`src/rtl/uart_tx_cfg.sv`:
```
// uart_tx_cfg - parametrised UART transmitter with valid/ready input queue.
//
// Frames are: one start bit (0), DATA_BITS data bits LSB first, an optional
// odd/even parity bit, then STOP_BITS stop bits (1). Every bit lasts exactly
// CLK_DIV clk cycles. A frame that ends with more work queued is followed by
// the next start bit on the very same edge, so back-to-back frames have no
// idle gap.
//
// Build option:
//   UART_TX_FIFO_EN  defined   -> queue is a 2^FIFO_AW-entry circular FIFO
//                    undefined -> queue is a single holding register
//
// Ports:
//   clk    in   system clock, rising edge
//   rst_n  in   asynchronous active-low reset
//   data   in   word to send (DATA_BITS wide)
//   valid  in   data is offered
//   ready  out  queue not full; word taken on an edge with valid && ready
//   tx     out  registered serial line, idle high
//   busy   out  frame on the line or any word queued
//   level  out  number of queued words (not counting the frame on the line)

module uart_tx_cfg #(
    parameter int CLK_DIV   = 16,
    parameter int DATA_BITS = 8,
    parameter int PARITY    = 0,
    parameter int STOP_BITS = 1,
    parameter int FIFO_AW   = 4
) (
    input  logic                 clk,
    input  logic                 rst_n,
    input  logic [DATA_BITS-1:0] data,
    input  logic                 valid,
    output logic                 ready,
    output logic                 tx,
    output logic                 busy,
    output logic [FIFO_AW:0]     level
);

    // ------------------------------------------------------------------
    // Elaboration-time parameter checks
    // ------------------------------------------------------------------
    if (CLK_DIV < 2 || CLK_DIV > 65535) begin : g_bad_clk_div
        $error("uart_tx_cfg: CLK_DIV must be in 2..65535");
    end
    if (DATA_BITS < 5 || DATA_BITS > 9) begin : g_bad_data_bits
        $error("uart_tx_cfg: DATA_BITS must be in 5..9");
    end
    if (PARITY < 0 || PARITY > 2) begin : g_bad_parity
        $error("uart_tx_cfg: PARITY must be 0, 1 or 2");
    end
    if (STOP_BITS < 1 || STOP_BITS > 2) begin : g_bad_stop_bits
        $error("uart_tx_cfg: STOP_BITS must be 1 or 2");
    end
`ifdef UART_TX_FIFO_EN
    if (FIFO_AW < 1 || FIFO_AW > 16) begin : g_bad_fifo_aw
        $error("uart_tx_cfg: FIFO_AW must be in 1..16 with the FIFO enabled");
    end
`else
    if (FIFO_AW < 0 || FIFO_AW > 16) begin : g_bad_fifo_aw
        $error("uart_tx_cfg: FIFO_AW must be in 0..16");
    end
`endif

    localparam logic [15:0] DIV_M1    = 16'(CLK_DIV - 1);
    localparam logic [3:0]  LAST_BIT  = 4'(DATA_BITS - 1);
    localparam logic        LAST_STOP = (STOP_BITS == 2);

    typedef enum logic [2:0] {
        IDLE,
        START,
        DATA,
        PAR,
        STOP
    } state_t;

    // ------------------------------------------------------------------
    // Input queue
    // ------------------------------------------------------------------
    logic                 push;
    logic                 pop;
    logic                 q_empty;
    logic                 q_full;
    logic [DATA_BITS-1:0] q_data;

    assign push  = valid && ready;
    assign ready = !q_full;

`ifdef UART_TX_FIFO_EN
    localparam int DEPTH = 1 << FIFO_AW;
    localparam logic [FIFO_AW-1:0] PTR_ONE = FIFO_AW'(1);
    localparam logic [FIFO_AW:0]   CNT_ONE = (FIFO_AW+1)'(1);
    localparam logic [FIFO_AW:0]   CNT_MAX = (FIFO_AW+1)'(DEPTH);

    logic [DATA_BITS-1:0] mem [DEPTH];
    logic [FIFO_AW-1:0]   wr_ptr_reg;
    logic [FIFO_AW-1:0]   rd_ptr_reg;
    logic [FIFO_AW:0]     count_reg;

    // Storage has no reset; only the pointers/count define what is valid.
    always_ff @(posedge clk) begin
        if (push) begin
            mem[wr_ptr_reg] <= data;
        end
    end

    always_ff @(posedge clk or negedge rst_n) begin
        if (!rst_n) begin
            wr_ptr_reg <= '0;
            rd_ptr_reg <= '0;
            count_reg  <= '0;
        end else begin
            if (push) begin
                wr_ptr_reg <= wr_ptr_reg + PTR_ONE;
            end
            if (pop) begin
                rd_ptr_reg <= rd_ptr_reg + PTR_ONE;
            end
            case ({push, pop})
                2'b10:   count_reg <= count_reg + CNT_ONE;
                2'b01:   count_reg <= count_reg - CNT_ONE;
                default: count_reg <= count_reg;
            endcase
        end
    end

    // The head word is read combinationally so that a pop can load the
    // shifter on the same edge that retires it from the queue.
    assign q_data  = mem[rd_ptr_reg];
    assign q_empty = (count_reg == '0);
    assign q_full  = (count_reg == CNT_MAX);
    assign level   = count_reg;
`else
    logic [DATA_BITS-1:0] hold_reg;
    logic                 hold_full_reg;

    always_ff @(posedge clk or negedge rst_n) begin
        if (!rst_n) begin
            hold_reg      <= '0;
            hold_full_reg <= 1'b0;
        end else begin
            if (push) begin
                hold_reg      <= data;
                hold_full_reg <= 1'b1;
            end else if (pop) begin
                hold_full_reg <= 1'b0;
            end
        end
    end

    assign q_data  = hold_reg;
    assign q_empty = !hold_full_reg;
    assign q_full  = hold_full_reg;
    assign level   = (FIFO_AW+1)'(hold_full_reg);
`endif

    // ------------------------------------------------------------------
    // Transmit FSM
    // ------------------------------------------------------------------
    state_t               state_reg,  state_next;
    logic                 tx_reg,     tx_next;
    logic [15:0]          cnt_reg,    cnt_next;
    logic [DATA_BITS-1:0] shift_reg,  shift_next;
    logic [3:0]           bit_reg,    bit_next;
    logic                 stop_reg,   stop_next;
    logic                 par_reg,    par_next;
    logic                 bit_end;
    logic                 q_parity;

    // Parity bit for the head word, latched when the word is popped.
    assign q_parity = (PARITY == 1) ? ~^q_data : ^q_data;
    assign bit_end  = (cnt_reg == '0);

    always_ff @(posedge clk or negedge rst_n) begin
        if (!rst_n) begin
            state_reg <= IDLE;
            tx_reg    <= 1'b1;
            cnt_reg   <= '0;
            shift_reg <= '0;
            bit_reg   <= '0;
            stop_reg  <= 1'b0;
            par_reg   <= 1'b0;
        end else begin
            state_reg <= state_next;
            tx_reg    <= tx_next;
            cnt_reg   <= cnt_next;
            shift_reg <= shift_next;
            bit_reg   <= bit_next;
            stop_reg  <= stop_next;
            par_reg   <= par_next;
        end
    end

    always_comb begin
        state_next = state_reg;
        tx_next    = tx_reg;
        cnt_next   = cnt_reg;
        shift_next = shift_reg;
        bit_next   = bit_reg;
        stop_next  = stop_reg;
        par_next   = par_reg;
        pop        = 1'b0;

        if (state_reg != IDLE && !bit_end) begin
            cnt_next = cnt_reg - 16'd1;
        end

        case (state_reg)
            IDLE: begin
                tx_next = 1'b1;
                if (!q_empty) begin
                    pop        = 1'b1;
                    shift_next = q_data;
                    par_next   = q_parity;
                    tx_next    = 1'b0;
                    cnt_next   = DIV_M1;
                    state_next = START;
                end
            end
            START: begin
                if (bit_end) begin
                    tx_next    = shift_reg[0];
                    shift_next = shift_reg >> 1;
                    bit_next   = '0;
                    cnt_next   = DIV_M1;
                    state_next = DATA;
                end
            end
            DATA: begin
                if (bit_end) begin
                    cnt_next = DIV_M1;
                    if (bit_reg == LAST_BIT) begin
                        stop_next = 1'b0;
                        if (PARITY != 0) begin
                            tx_next    = par_reg;
                            state_next = PAR;
                        end else begin
                            tx_next    = 1'b1;
                            state_next = STOP;
                        end
                    end else begin
                        tx_next    = shift_reg[0];
                        shift_next = shift_reg >> 1;
                        bit_next   = bit_reg + 4'd1;
                    end
                end
            end
            PAR: begin
                if (bit_end) begin
                    tx_next    = 1'b1;
                    stop_next  = 1'b0;
                    cnt_next   = DIV_M1;
                    state_next = STOP;
                end
            end
            STOP: begin
                if (bit_end) begin
                    if (stop_reg == LAST_STOP) begin
                        // Chain straight into the next start bit when work
                        // is waiting, otherwise return to idle.
                        if (!q_empty) begin
                            pop        = 1'b1;
                            shift_next = q_data;
                            par_next   = q_parity;
                            tx_next    = 1'b0;
                            cnt_next   = DIV_M1;
                            state_next = START;
                        end else begin
                            tx_next    = 1'b1;
                            state_next = IDLE;
                        end
                    end else begin
                        stop_next = 1'b1;
                        cnt_next  = DIV_M1;
                    end
                end
            end
            default: begin
                tx_next    = 1'b1;
                cnt_next   = '0;
                state_next = IDLE;
            end
        endcase
    end

    assign tx   = tx_reg;
    assign busy = (state_reg != IDLE) || (level != '0);

endmodule

```
`config.mk`:
```
export PLATFORM = sky130hd
export DESIGN_NAME = uart_tx_cfg
export DESIGN_NICKNAME = d
export VERILOG_FILES = /design/src/rtl/uart_tx_cfg.sv
export SDC_FILE = /design/constraint.sdc
export NUM_CORES = 1
export LEC_CHECK = 0
export CORE_UTILIZATION = 34
export DETAILED_ROUTE_END_ITERATION = 10
export PLACE_DENSITY = 0.61
export SKIP_LAST_GASP = 1
export SLEW_MARGIN = 20
export SYNTH_ARGS = -nofsm -noshare
export SYNTH_HDL_FRONTEND = slang
export SYNTH_SLANG_ARGS = --single-unit
```
`constraint.sdc`:
```
create_clock -name clk -period 2.5 [get_ports clk]
set_input_delay 0.375 -clock clk [delete_from_list [all_inputs] [get_ports clk]]
set_output_delay 0.375 -clock clk [all_outputs]
set_load 0.05 [all_outputs]
```
==> flow_summary.ini <==
[placed_design]
port_buffers = 14
dpl.hpwl_mm = 3.39
place_ws_ns = 0.178
place_area_um2 = 2580
gp_congestion = 0.816

[synth]
synthMuxAreaShare_pct = 11.9
syn_area_per_cell_um2 = 10.2
ys_seq_area_share_pct = 43.8
synth-seq-cells = 41
synth_area_um2 = 2350
synth_compound_area_share_pct = 16.7
async_flop_share_pct = 100
yosys.area_share.adder_pct = 1.60
yosys.area_share.simple_pct = 20.0
ys.warnings.count = 0
synth_edf_count = 0
netlist_instances = 229
synth_top_family_by_area = simple AND/OR/NAND/NOR gates
synthDistinctLibCells = 52
yosys.area_share.xor_xnor_pct = 0.373
synth_ff_type = dfrtp_1

[cts]
clkTransAtPathRegs_ns = 0.10
clock_tree.buffer_depth = 2
clkLatencyLatePin_ns = 0.31
ctsHoldBuffers = 0
clock-root-buffer = clkbuf_8
clock-sinks = 41
cts_tree = built
cts_max_level = 2
tritoncts.num_buffers = 5
cts_resized = 0
postCtsSetupBuffers = 0

[timing]
hold_violations = 0
setup_ws_ns = 0.267
fmax_mhz = 448
worst_pin_slew_ns = 0.925
finalSetupTns_ns = 0
slew-limit-headroom_pct = 38.3
setup_viol = 0
finalMaxSlewViolations = 0
finalCritPeriodShare_pct = 89.3
rsz0062_at_grt = false
timing.final.crit_period_ns = 2.23
fin_skew_ns = 0.0133

[floorplan]
die_w_um = 85.1
num_rows = 29
pin_count = 19
start_util_pct = 36.1
die_h_um = 85.1
dieArea_um2 = 7240
core_area_um2 = 6490

[drt]
drtPass1Iterations = 4
drtIter0Drc = 84
vias = 1870
drc = 0
postRouteAntennaNets = 0
avgRoutedWirePerCell_um = 15.2
drt_wl_total_mm = 4.96
via_per_inst = 5.75

[worst_setup_path]
rr_startpoint = cnt_reg[0]$_DFF_PN0_
cp_max_fo = 20
r2r.worst_path.cells = 6
start_kind = register
cp_cell_sequence = buf_4 > or3_1 > nor2_1 > inv_1 > buf_4
rr_endpoint = shift_reg[0]$_DFFE_PN0P_
critPathArrivalTime_ns = 1.86
critPathKind = reg -> out
worstPathRequired_ns = 2.12
cpMaxStageDelayCell = or3_1
crit_buf_inv = 3
slowest_delay_ns = 0.52
end_kind = output pin
cp_common_cell = buf_4
critical-path-top-delay-family = simple AND/OR/NAND/NOR gates
reg2reg_slack_ns = 0.28

[global_route]
grt_pass1_vias = 1694
grt_usage_pct = 15.0
grt_max_degree = 42
antenna_found_initial = 0
grt_pass1_wl_mm = 8.57
grt_overflow = 0

[final_layout]
layout.nets = 261
n_antenna_cell = 0
fin_area_um2 = 2680
layout-drive-gt1-share_pct = 24.2
largest_register_ffs = 16
area.growth.synth_to_final_pct = 14.2
final_core_util_pct = 41.2

[power]
cellPowerDensity_nw_per_um2 = 1020
p_leak_nw = 1.08
ir_drop_mv = 0.554

[outcome]
status = finished clean

[job]
drv_cap = 0

[worst_hold_path]
hold_class = in -> async
==> how the worst max path moves through the flow <==
stage | to | start | cells past startpoint
floorplan | shift_reg[0]$_DFFE_PN0P_ | cnt_reg[0]$_DFF_PN0_ | 6
global placement | shift_reg[4]$_DFFE_PN0P_ | cnt_reg[0]$_DFF_PN0_ | 6
detailed placement | shift_reg[6]$_DFFE_PN0P_ | cnt_reg[0]$_DFF_PN0_ | 6
CTS | shift_reg[6]$_DFFE_PN0P_ | cnt_reg[0]$_DFF_PN0_ | 6
global route | shift_reg[0]$_DFFE_PN0P_ | cnt_reg[2]$_DFF_PN0_ | 4
finish | busy | state_reg[2]$_DFFE_PN0P_ | 5
==> per-layer routing <==
layer  up-vias  track usage (%)  wire, um
met1       927             23.2      2620
li1        897                -         -
met4         0             4.31        46
met5         -                0         0
met2        40             20.2      2100
met3         6             3.79       187
==> area by class of cell <==
class	count	area, um^2
Inverter	8	30.0
Timing Repair Buffer	26	223
Multi-Input combinational cell	165	1210
Sequential cell	41	1030
Clock buffer	5	68.8
Clock inverter	3	25.0
Fill cell	631	3820
Tap cell	77	96.3
==> through the flow <==
stage	power [W]	instances	hold WS, ns
CTS	0.00274	325	0.227
global placement	0.00223	317	0.469
global route	0.00295	325	0.268
finish	0.00273	325	0.191
detailed placement	0.00226	317	0.468
floorplan	0.00200	232	0.0794
==> power breakdown <==
part           internal (W)  leakage, nW  switching [W]
Sequential         0.000926        0.509       0.000249
Clock              0.000202       0.0447       0.000268
Combinational      0.000531        0.525       0.000552
Total               0.00166         1.08        0.00107
==> kinds of logic (layout without fill, tap and decap cells) <==
group,count (synthesis),count (layout)
xor gates and xnor gates,1,1
muxes,25,25
DFF,41,41
adders and majority gates,3,3
AOI/OAI and AO/OA,58,58
other,1,4
and+or+nand+nor,74,74
buffers and inverters,26,42
==> cell usage after synthesis (3+ instances only) <==
library cell | instances | share of area (%)
or3_1 | 4 | 1.1
o21ai_0 | 9 | 1.9
o41ai_1 | 5 | 1.9
nand3_1 | 7 | 1.5
o211ai_1 | 4 | 1.3
o31ai_1 | 9 | 2.9
or4_1 | 6 | 1.9
or4b_1 | 3 | 1.3
a31oi_1 | 3 | 0.80
nor3_1 | 5 | 1.1
buf_4 | 5 | 1.6
dfrtp_1 | 40 | 43
nor2_1 | 12 | 1.9
nand4_1 | 5 | 1.3
mux2_2 | 24 | 12
inv_1 | 8 | 1.3
ha_1 | 3 | 1.6
a21oi_1 | 16 | 3.4
nor2b_1 | 3 | 0.80
nand2b_1 | 4 | 1.1
or2_2 | 3 | 0.80
clkbuf_1 | 9 | 1.4
nand2_1 | 6 | 0.96
==> layout by cell type (no fill, tap or decap), types with 3 or more instances in the layout <==
| master | n |
|---|---|
| clkbuf_8 | 5 |
| or4b_1 | 3 |
| a31oi_1 | 3 |
| a21oi_1 | 16 |
| nand3_1 | 7 |
| nor2b_1 | 3 |
| mux2_2 | 24 |
| nand4_1 | 5 |
| nand2b_1 | 4 |
| o31ai_1 | 9 |
| or2_2 | 3 |
| ha_1 | 3 |
| nor2_1 | 12 |
| clkdlybuf4s50_1 | 12 |
| conb_1 | 4 |
| or3_1 | 4 |
| nand2_1 | 6 |
| o211ai_1 | 4 |
| o41ai_1 | 5 |
| dfrtp_1 | 40 |
| nor3_1 | 5 |
| o21ai_0 | 9 |
| inv_1 | 8 |
| or4_1 | 6 |
| buf_4 | 13 |
(Power assumes the default switching activity.)
